==> src/rtl/systolic_array_ctrl.sv <==
// rtl/systolic_array_ctrl.sv - weight-load / activation-stream / result-capture sequencer for an NxN systolic array
module systolic_array_ctrl #(
  parameter int N     = 4,
  parameter int VEC_W = 8
) (
  input  logic                   clk,
  input  logic                   rst,
  input  logic                   start,
  input  logic                   abort,
  input  logic [VEC_W-1:0]       num_vec,
  output logic                   busy,
  output logic                   done,
  output logic                   w_ld,
  output logic [$clog2(N)-1:0]   w_row,
  output logic                   array_en,
  output logic [N-1:0]           act_rd,
  output logic [N*VEC_W-1:0]     act_addr,
  output logic [N-1:0]           res_we,
  output logic [N*VEC_W-1:0]     res_addr
);

  localparam int KW = $clog2(N);
  // Wide enough to hold nv + 3N for the largest vector count without wrapping.
  localparam int TW = VEC_W + $clog2(3*N+1) + 1;
  localparam logic [TW-1:0] THREE_N = TW'(3*N);

  typedef enum logic [1:0] {
    S_IDLE,
    S_LOAD_W,
    S_RUN,
    S_DONE
  } state_t;

  state_t             state_q, state_d;
  logic [KW-1:0]      k_q, k_d;
  logic [TW-1:0]      t_q, t_d;
  logic [VEC_W-1:0]   nv_q, nv_d;
  logic [TW-1:0]      t_end;
  logic [TW-1:0]      nv_ext_d;

  logic               busy_d, done_d, w_ld_d, array_en_d;
  logic [KW-1:0]      w_row_d;
  logic [N-1:0]       act_rd_d, res_we_d;
  logic [N*VEC_W-1:0] act_addr_d, res_addr_d;
  logic [TW-1:0]      diff;

  assign t_end    = {{(TW-VEC_W){1'b0}}, nv_q} + THREE_N;
  assign nv_ext_d = {{(TW-VEC_W){1'b0}}, nv_d};

  // Next-state and counter update; abort from any busy state overrides the normal transition.
  always_comb begin
    state_d = state_q;
    k_d     = k_q;
    t_d     = t_q;
    nv_d    = nv_q;
    case (state_q)
      S_IDLE: begin
        if (start) begin
          nv_d    = num_vec;
          k_d     = '0;
          t_d     = '0;
          state_d = (num_vec != '0) ? S_LOAD_W : S_DONE;
        end
      end
      S_LOAD_W: begin
        if (k_q == KW'(N-1)) begin
          state_d = S_RUN;
          k_d     = '0;
          t_d     = '0;
        end else begin
          k_d = k_q + 1'b1;
        end
      end
      S_RUN: begin
        if (t_q == t_end) begin
          state_d = S_DONE;
          t_d     = '0;
        end else begin
          t_d = t_q + 1'b1;
        end
      end
      S_DONE: state_d = S_IDLE;
      default: state_d = S_IDLE;
    endcase
    if (state_q != S_IDLE && abort) begin
      state_d = S_IDLE;
      k_d     = '0;
      t_d     = '0;
    end
  end

  // Output decode from the next state so every strobe can be registered and line up with its state.
  always_comb begin
    busy_d     = 1'b0;
    done_d     = 1'b0;
    w_ld_d     = 1'b0;
    w_row_d    = '0;
    array_en_d = 1'b0;
    act_rd_d   = '0;
    act_addr_d = '0;
    res_we_d   = '0;
    res_addr_d = '0;
    diff       = '0;
    case (state_d)
      S_LOAD_W: begin
        busy_d  = 1'b1;
        w_ld_d  = 1'b1;
        w_row_d = k_d;
      end
      S_RUN: begin
        busy_d     = 1'b1;
        array_en_d = 1'b1;
        // Row r is skewed by r cycles so its data meets the partial sum coming down.
        for (int r = 0; r < N; r++) begin
          diff = t_d - TW'(r);
          if (t_d >= TW'(r) && diff < nv_ext_d) begin
            act_rd_d[r]                  = 1'b1;
            act_addr_d[r*VEC_W +: VEC_W] = diff[VEC_W-1:0];
          end
        end
        // Column c result leaves the bottom N+3+2c cycles after vector v entered row 0.
        for (int c = 0; c < N; c++) begin
          diff = t_d - TW'(N + 3 + 2*c);
          if (t_d >= TW'(N + 3 + 2*c) && diff < nv_ext_d) begin
            res_we_d[c]                  = 1'b1;
            res_addr_d[c*VEC_W +: VEC_W] = diff[VEC_W-1:0];
          end
        end
      end
      S_DONE: begin
        busy_d = 1'b1;
        done_d = 1'b1;
      end
      default: ;
    endcase
  end

  // State, counters and registered outputs.
  always_ff @(posedge clk) begin
    if (rst) begin
      state_q  <= S_IDLE;
      k_q      <= '0;
      t_q      <= '0;
      nv_q     <= '0;
      busy     <= 1'b0;
      done     <= 1'b0;
      w_ld     <= 1'b0;
      w_row    <= '0;
      array_en <= 1'b0;
      act_rd   <= '0;
      act_addr <= '0;
      res_we   <= '0;
      res_addr <= '0;
    end else begin
      state_q  <= state_d;
      k_q      <= k_d;
      t_q      <= t_d;
      nv_q     <= nv_d;
      busy     <= busy_d;
      done     <= done_d;
      w_ld     <= w_ld_d;
      w_row    <= w_row_d;
      array_en <= array_en_d;
      act_rd   <= act_rd_d;
      act_addr <= act_addr_d;
      res_we   <= res_we_d;
      res_addr <= res_addr_d;
    end
  end

endmodule

==> config.mk <==
export PLATFORM = sky130hd
export DESIGN_NAME = systolic_array_ctrl
export DESIGN_NICKNAME = d
export VERILOG_FILES = /design/src/rtl/systolic_array_ctrl.sv
export SDC_FILE = /design/constraint.sdc
export NUM_CORES = 1
export LEC_CHECK = 0
export ABC_AREA = 1
export CORE_ASPECT_RATIO = 0.7
export CORE_MARGIN = 3
export CORE_UTILIZATION = 51
export CTS_CLUSTER_DIAMETER = 120
export DETAILED_ROUTE_END_ITERATION = 12
export GPL_TIMING_DRIVEN = 0
export HOLD_SLACK_MARGIN = 0.12
export PLACE_DENSITY_LB_ADDON = 0.3
export SYNTH_ARGS = -nofsm -noshare
export SYNTH_HDL_FRONTEND = slang
export SYNTH_SLANG_ARGS = --single-unit
==> constraint.sdc <==
create_clock -name clk -period 4.2 [get_ports clk]
set_input_delay 0.42 -clock clk [delete_from_list [all_inputs] [get_ports clk]]
set_output_delay 0.42 -clock clk [all_outputs]
set_load 0.01 [all_outputs]
Word level (Yosys, flattened, before mapping)
Index checks and enable logic that the tools add are counted.
- output and inout bits: 78
- register bits after elaboration: 103
- word-level logic and storage cells: 115
- $lt $le $gt $ge: 16
- equality and inequality tests: 8
- add/subtract/negate cells: 10
- reduce and logical (&&, ||, !) cells: 23
- bitwise gates (word level): 10
- multiplexer cells: 29
- operators with widths (cell ; count):
    $lt A13 B8 Y1 ; 8
    $mux W13 ; 4
    $ge A13 B4 Y1 const B ; 3
    $pmux W13 S3 ; 1
    $sub A13 B4 Y13 const B ; 3
    $reduce_or A3 Y1 ; 9
    $ge A13 B1 Y1 const B ; 2
    $ge A13 B2 Y1 const B ; 2
    $sub A13 B2 Y13 const B ; 2
    $mux W2 ; 8
    $mux W8 ; 2
    $add A13 B1 Y13 const B ; 1
    $eq A13 B9 Y1 ; 1
    $ge A13 B3 Y1 const B ; 1
    $sub A13 B1 Y13 const B ; 1
    $sub A13 B3 Y13 const B ; 1
    $mux W1 ; 12
    $eq A2 B2 Y1 const B ; 5
    $not A1 Y1 ; 10
    $add A8 B4 Y9 const B ; 1
    $logic_and A1 B1 Y1 ; 9
    $pmux W2 S4 ; 1
    $reduce_bool A8 Y1 ; 1
    $eq A2 B1 Y1 const B ; 2
    other kinds (5) ; 6

Longest topological paths before layout
- word-level depth: 10
- mapped depth: 33

Least setup slack after synthesis
OpenSTA, ideal clock, no wires.
- path kind: register -> register
- start point: register nv_q[2]
- end point: register res_addr[16]
- setup slack: 0.273 ns
- library setup time: 0.065 ns
- cell stages (with the launch flop): 33
- arrival: 3.862 ns
- cells stage by stage: dfxtp_1 -> inv_1 -> ha_1 -> inv_1 -> nand2_1 -> nand2_1 -> nand2_1 -> nand2_1 -> nand2_1 -> nor2_2 -> nand3_4 -> nand2_2 -> nor2_1 -> o21ai_2 -> inv_1 -> ha_1 -> inv_1 -> nand2_1 -> nand2_1 -> xor2_1 -> inv_1 -> ha_1 -> nand2_1 -> nor2_1 -> a211oi_1 -> nand2_1 -> nand2_1 -> nand2_1 -> nand2_1 -> nand2_1 -> nor2_2 -> nand3_4 -> nor2_2
- longest elaborated chain between the ends: 10
- elaborated cells on any way between the ends: 18
- those cells by class: 2 x add/sub; 2 x order compare; 2 x eq/ne; 8 x mux; 2 x bitwise; 2 x reduce/logical
- RTL lines (what ; RTL line ; source):
    start: declaration ; 37 ; logic [VEC_W-1:0] nv_q, nv_d;
    start signal: assignment ; 158 ; nv_q <= nv_d;
    $add A8 B4 Y9 * ; 47 ; assign t_end = {{(TW-VEC_W){1'b0}}, nv_q} + THREE_N;
    $eq A13 B9 Y1 * ; 75 ; if (t_q == t_end) begin
    $mux W13 * ; 75 ;
    $pmux W13 S3 * ; 56 ; case (state_q)
    $mux W13 * ; 85 ; if (state_q != S_IDLE && abort) begin
    via t_d[1] ; 36 ; logic [TW-1:0] t_q, t_d;
    $sub A13 B4 Y13 ; 123 ; diff = t_d - TW'(N + 3 + 2*c);
    $lt A13 B8 Y1 ; 124 ; if (t_d >= TW'(N + 3 + 2*c) && diff < nv_ext_d) begin
    $logic_and A1 B1 Y1 * ; 124 ;
    $not A1 Y1 (no source line) * ; n/a ;
    $reduce_or A3 Y1 (no source line) * ; n/a ;
    end signal: assignment ; 167 ; res_addr <= res_addr_d;
    end: declaration ; 19 ; output logic [N*VEC_W-1:0] res_addr
The timed path passes the listed nets; every way through them passes the cells marked *.
A chain may end at the register's enable or synchronous reset.

Worst setup path after layout
- start point: register nv_q[2]
- end point: register act_addr[13]
- longest elaborated chain between the ends: 10
- elaborated cells on any way between the ends: 18
- those cells by class: 2 x add/sub; 2 x order compare; 2 x eq/ne; 8 x mux; 2 x bitwise; 2 x reduce/logical
- RTL lines (what ; RTL line ; source):
    $add A8 B4 Y9 * ; 47 ;
    $eq A13 B9 Y1 * ; 75 ;
    $mux W13 * ; 75 ;
    $pmux W13 S3 * ; 56 ;
    $mux W13 * ; 85 ;
    via t_d[6] ; 36 ;
    $sub A13 B1 Y13 ; 115 ; diff = t_d - TW'(r);
    $lt A13 B8 Y1 ; 116 ; if (t_d >= TW'(r) && diff < nv_ext_d) begin
    $logic_and A1 B1 Y1 * ; 116 ;
    $not A1 Y1 (no source line) * ; n/a ;
    $reduce_or A3 Y1 (no source line) * ; n/a ;
    end signal: assignment ; 165 ; act_addr <= act_addr_d;
    end: declaration ; 17 ; output logic [N*VEC_W-1:0] act_addr,
Marks and branches as above.

==> metrics.txt <==
setup slack at placement -0.676 ns; Slowest cell on crit path dfxtp_4; proportion of layout cells with a drive suffix above 1 around a quarter; buffers and inverters on the worst path 5; Final Hold Vio Count 0; fmax 248 MHz; clock skew 0.0127 ns; Routed wire per std cell 17.1 um; IO Pins 90; height of the die roughly 100 um; DP Cell Count 1,237; RSZ-0062 raised after global routing yes; Vias slightly below 7k; post-synth top area share roughly 29%; max-slew headroom at the worst pin 26.2%; core area 13,300 um2; fin nets 1,158; critical path arrival about 4.3 ns; syn_nets 1,029; Hold Buf Count CTS 0; FF+latch count, synth 103; Distinct cells, synth 43; synthesized area 7040 um2; DR pass1 iterations 7; post-synth top area cell dfxtp_1; initial drt markers 826; Setup-failing EPs final 0; outcome complete, no violations; max cap viols 0; worst slew pin tran 1.10 ns; Post-synth top cells 198 x nand2_1, 109 x inv_1, 103 x dfxtp_1, 103 x nor2_1, 60 x ha_1; end point of the critical path act_addr[13]; DRT met1 WL 10.5 mm; DRT antenna net count 0; H-tree lvl count 3; # diodes 0; Top cell by count, worst path nand2_1; largest net degree at the start of global routing 19; CP endpoint kind flop; Pwr Total 2.98 mW; gpl congestion approximately 0.95; Startpoint Class flop; main flop type after synthesis dfxtp_1; Leakage ~4.3 nW; Syn Area/Cell 7.35 um2; initial antenna violation count 0; clock latency on the worst-skew pair 0.35 ns; cell with the most instances after synthesis nand2_1; r2r startpoint nv_q[2]; WHS Path Cells 2; highest routed layer met4; r2r worst-path depth 26; HPWL Detailed 15.9 mm; CP Data Required Time 4.49 ns; Crit path max-delay family simple AND/OR/NAND/NOR gates; largest cells by area after synthesis dfxtp_1 29%, ha_1 11%, nand2_1 11%; global-route usage over all layers a little over a quarter; peak supply drop between 0.00015 and 0.0002 V; TritonCTS clock tree yes; vias in the first global route 6,048; Worst Hold Slack 0.528 ns; CP Class flop to flop; die area 15,300 um2; Post-Syn Instances 957; Worst Hold Class flop to flop; Finished Core Util between 60% and 70%; Critical Path Fanout Max 9; P per Cell Area between 300 and 400 nW/um2; Final Instance Count excl. Fillers around 1.3k; worst setup margin 0.172 ns; CTS Buf Count 9; row count 35; total wire length 21.9 mm; final worst path period share ~96%; routed wl met2 8.80 mm; CTS Root Cell clkbuf_16; I/O Buffers 89; r2r setup slk 0.17 ns; first-pass GRT wire length 33.1 mm; clk sink count between 100 and 150; Clk pin slew, worst setup/hold paths 0.08 ns; DRC viols 0; Ys Warns 0; post-DR vias/cell 5.27; worst setup path startpoint nv_q[2]; Starting Density between 50 and 60%; Worst path max stage delay 0.38 ns; register area share after synthesis between 20 and 30%; asr flop ratio synth 0%; RR Endpoint act_addr[13]; Layout Area Growth over Synthesis 28.7%; metal3 WL 2.28 mm; CP Depth 26; die width 146 um; EDFF count, synth 0; final slew viol count 0; CTS max path bufs 2; grt ovf 0; fin crit period 4.03 ns
-- per-stage QoR --
step / area (um2) / setup TNS, ns
floorplan: 7040 / 0
global placement: 8160 / -24.75
detailed placement: 8200 / -26.51
CTS: 8670 / 0
global route: 9050 / -0.395
finish: 9050 / 0
-- cell usage in the layout, fill, tap and decap left out, types with 11 or more instances in the layout --
cell type	Yosys	final
a21oi_1	30	27
buf_4	5	25
clkdlybuf4s50_1	0	89
dfxtp_1	103	100
ha_1	60	52
inv_1	109	101
inv_2	26	31
nand2_1	198	185
nand2_2	28	39
nand2_4	10	13
nand3_1	46	46
nand4_1	11	11
nor2_1	103	93
nor2_2	58	62
nor2_4	15	21
o21ai_0	31	26
o21ai_1	12	15
xor2_1	37	31
-- metal layers --
layer / GRT usage [%] / vias to the layer above
li1: - / 3285
met1: 43.6 / 3085
met2: 38.2 / 333
met3: 5.05 / 27
met4: 5.37 / 0
met5: 0 / -
-- worst reg2reg max path, stage by stage, from the launching register on --
cell and delay (ns):
dfxtp_4 0.38, inv_4 0.05, ha_2 0.21, inv_2 0.08, nand2_1 0.06, nand2_1 0.07
nand2_1 0.04, nand2_1 0.05, nand2_1 0.06, nor2_2 0.15, nand3_4 0.13, buf_4 0.19
nand2_1 0.07, nand2_2 0.08, nand2_8 0.15, inv_1 0.22, nor2_4 0.28, nand2_1 0.10
xor2_1 0.23, inv_1 0.07, ha_1 0.19, nor2_1 0.18, o21ai_0 0.11, nand3b_1 0.27
nor2_4 0.24, nand3_4 0.16, nor2_2 0.13
-- what timing repair did --
item,CTS,global route
setup endpoints to repair,63,63
resized for setup,21,61
pin swaps,7,24
hold endpoints to repair,0,0
gates cloned,2,2
setup buffers,9,10
-- logic make-up (layout without fill, tap and decap cells) --
family	after synthesis	in the layout	share of synthesized area, %
buffers and inverters	152	282	8.87
AOI/OAI and AO/OA	93	93	7.68
xor gates and xnor gates	37	37	4.60
adders and majority gates	60	60	10.7
and+or+nand+nor	512	516	38.9
DFF	103	103	29.3
-- how the worst min path moves through the flow --
stage / from / end / slack [ns]
after floorplan: k_q[1] / k_q[1] / 0.47
after global placement: k_q[1] / w_row[1] / 0.51
after detailed placement: k_q[1] / k_q[1] / 0.51
after CTS: k_q[1] / k_q[1] / 0.53
after global routing: k_q[1] / k_q[1] / 0.56
final: k_q[1] / w_row[1] / 0.53
-- area by class of cell --
type | instances | area, um2
clock buffer | 10 | 239
timing repair buffer | 114 | 1100
clock inverter | 6 | 75.1
tap | 185 | 231
sequential | 103 | 2070
buffer | 12 | 100
inverter | 140 | 553
fill | 1158 | 4260
multi-input combinational | 706 | 4690
-- power breakdown --
| part | internal (mW) | switching (mW) |
|---|---|---|
| clock | 0.487 | 0.386 |
| sequential | 1.00 | 0.0237 |
| combinational | 0.381 | 0.700 |
| total | 1.87 | 1.11 |
-- registers in the layout (all words and copies together), names as in the netlist --
name and count:
act_rd 4, w_ld 1, done 1, res_we 4, nv_q 8, array_en 1, k_q 2, w_row 2
res_addr 32, t_q 13, act_addr 32, busy 1, state_q 2
Note: power is estimated with default switching activity, not from simulation.
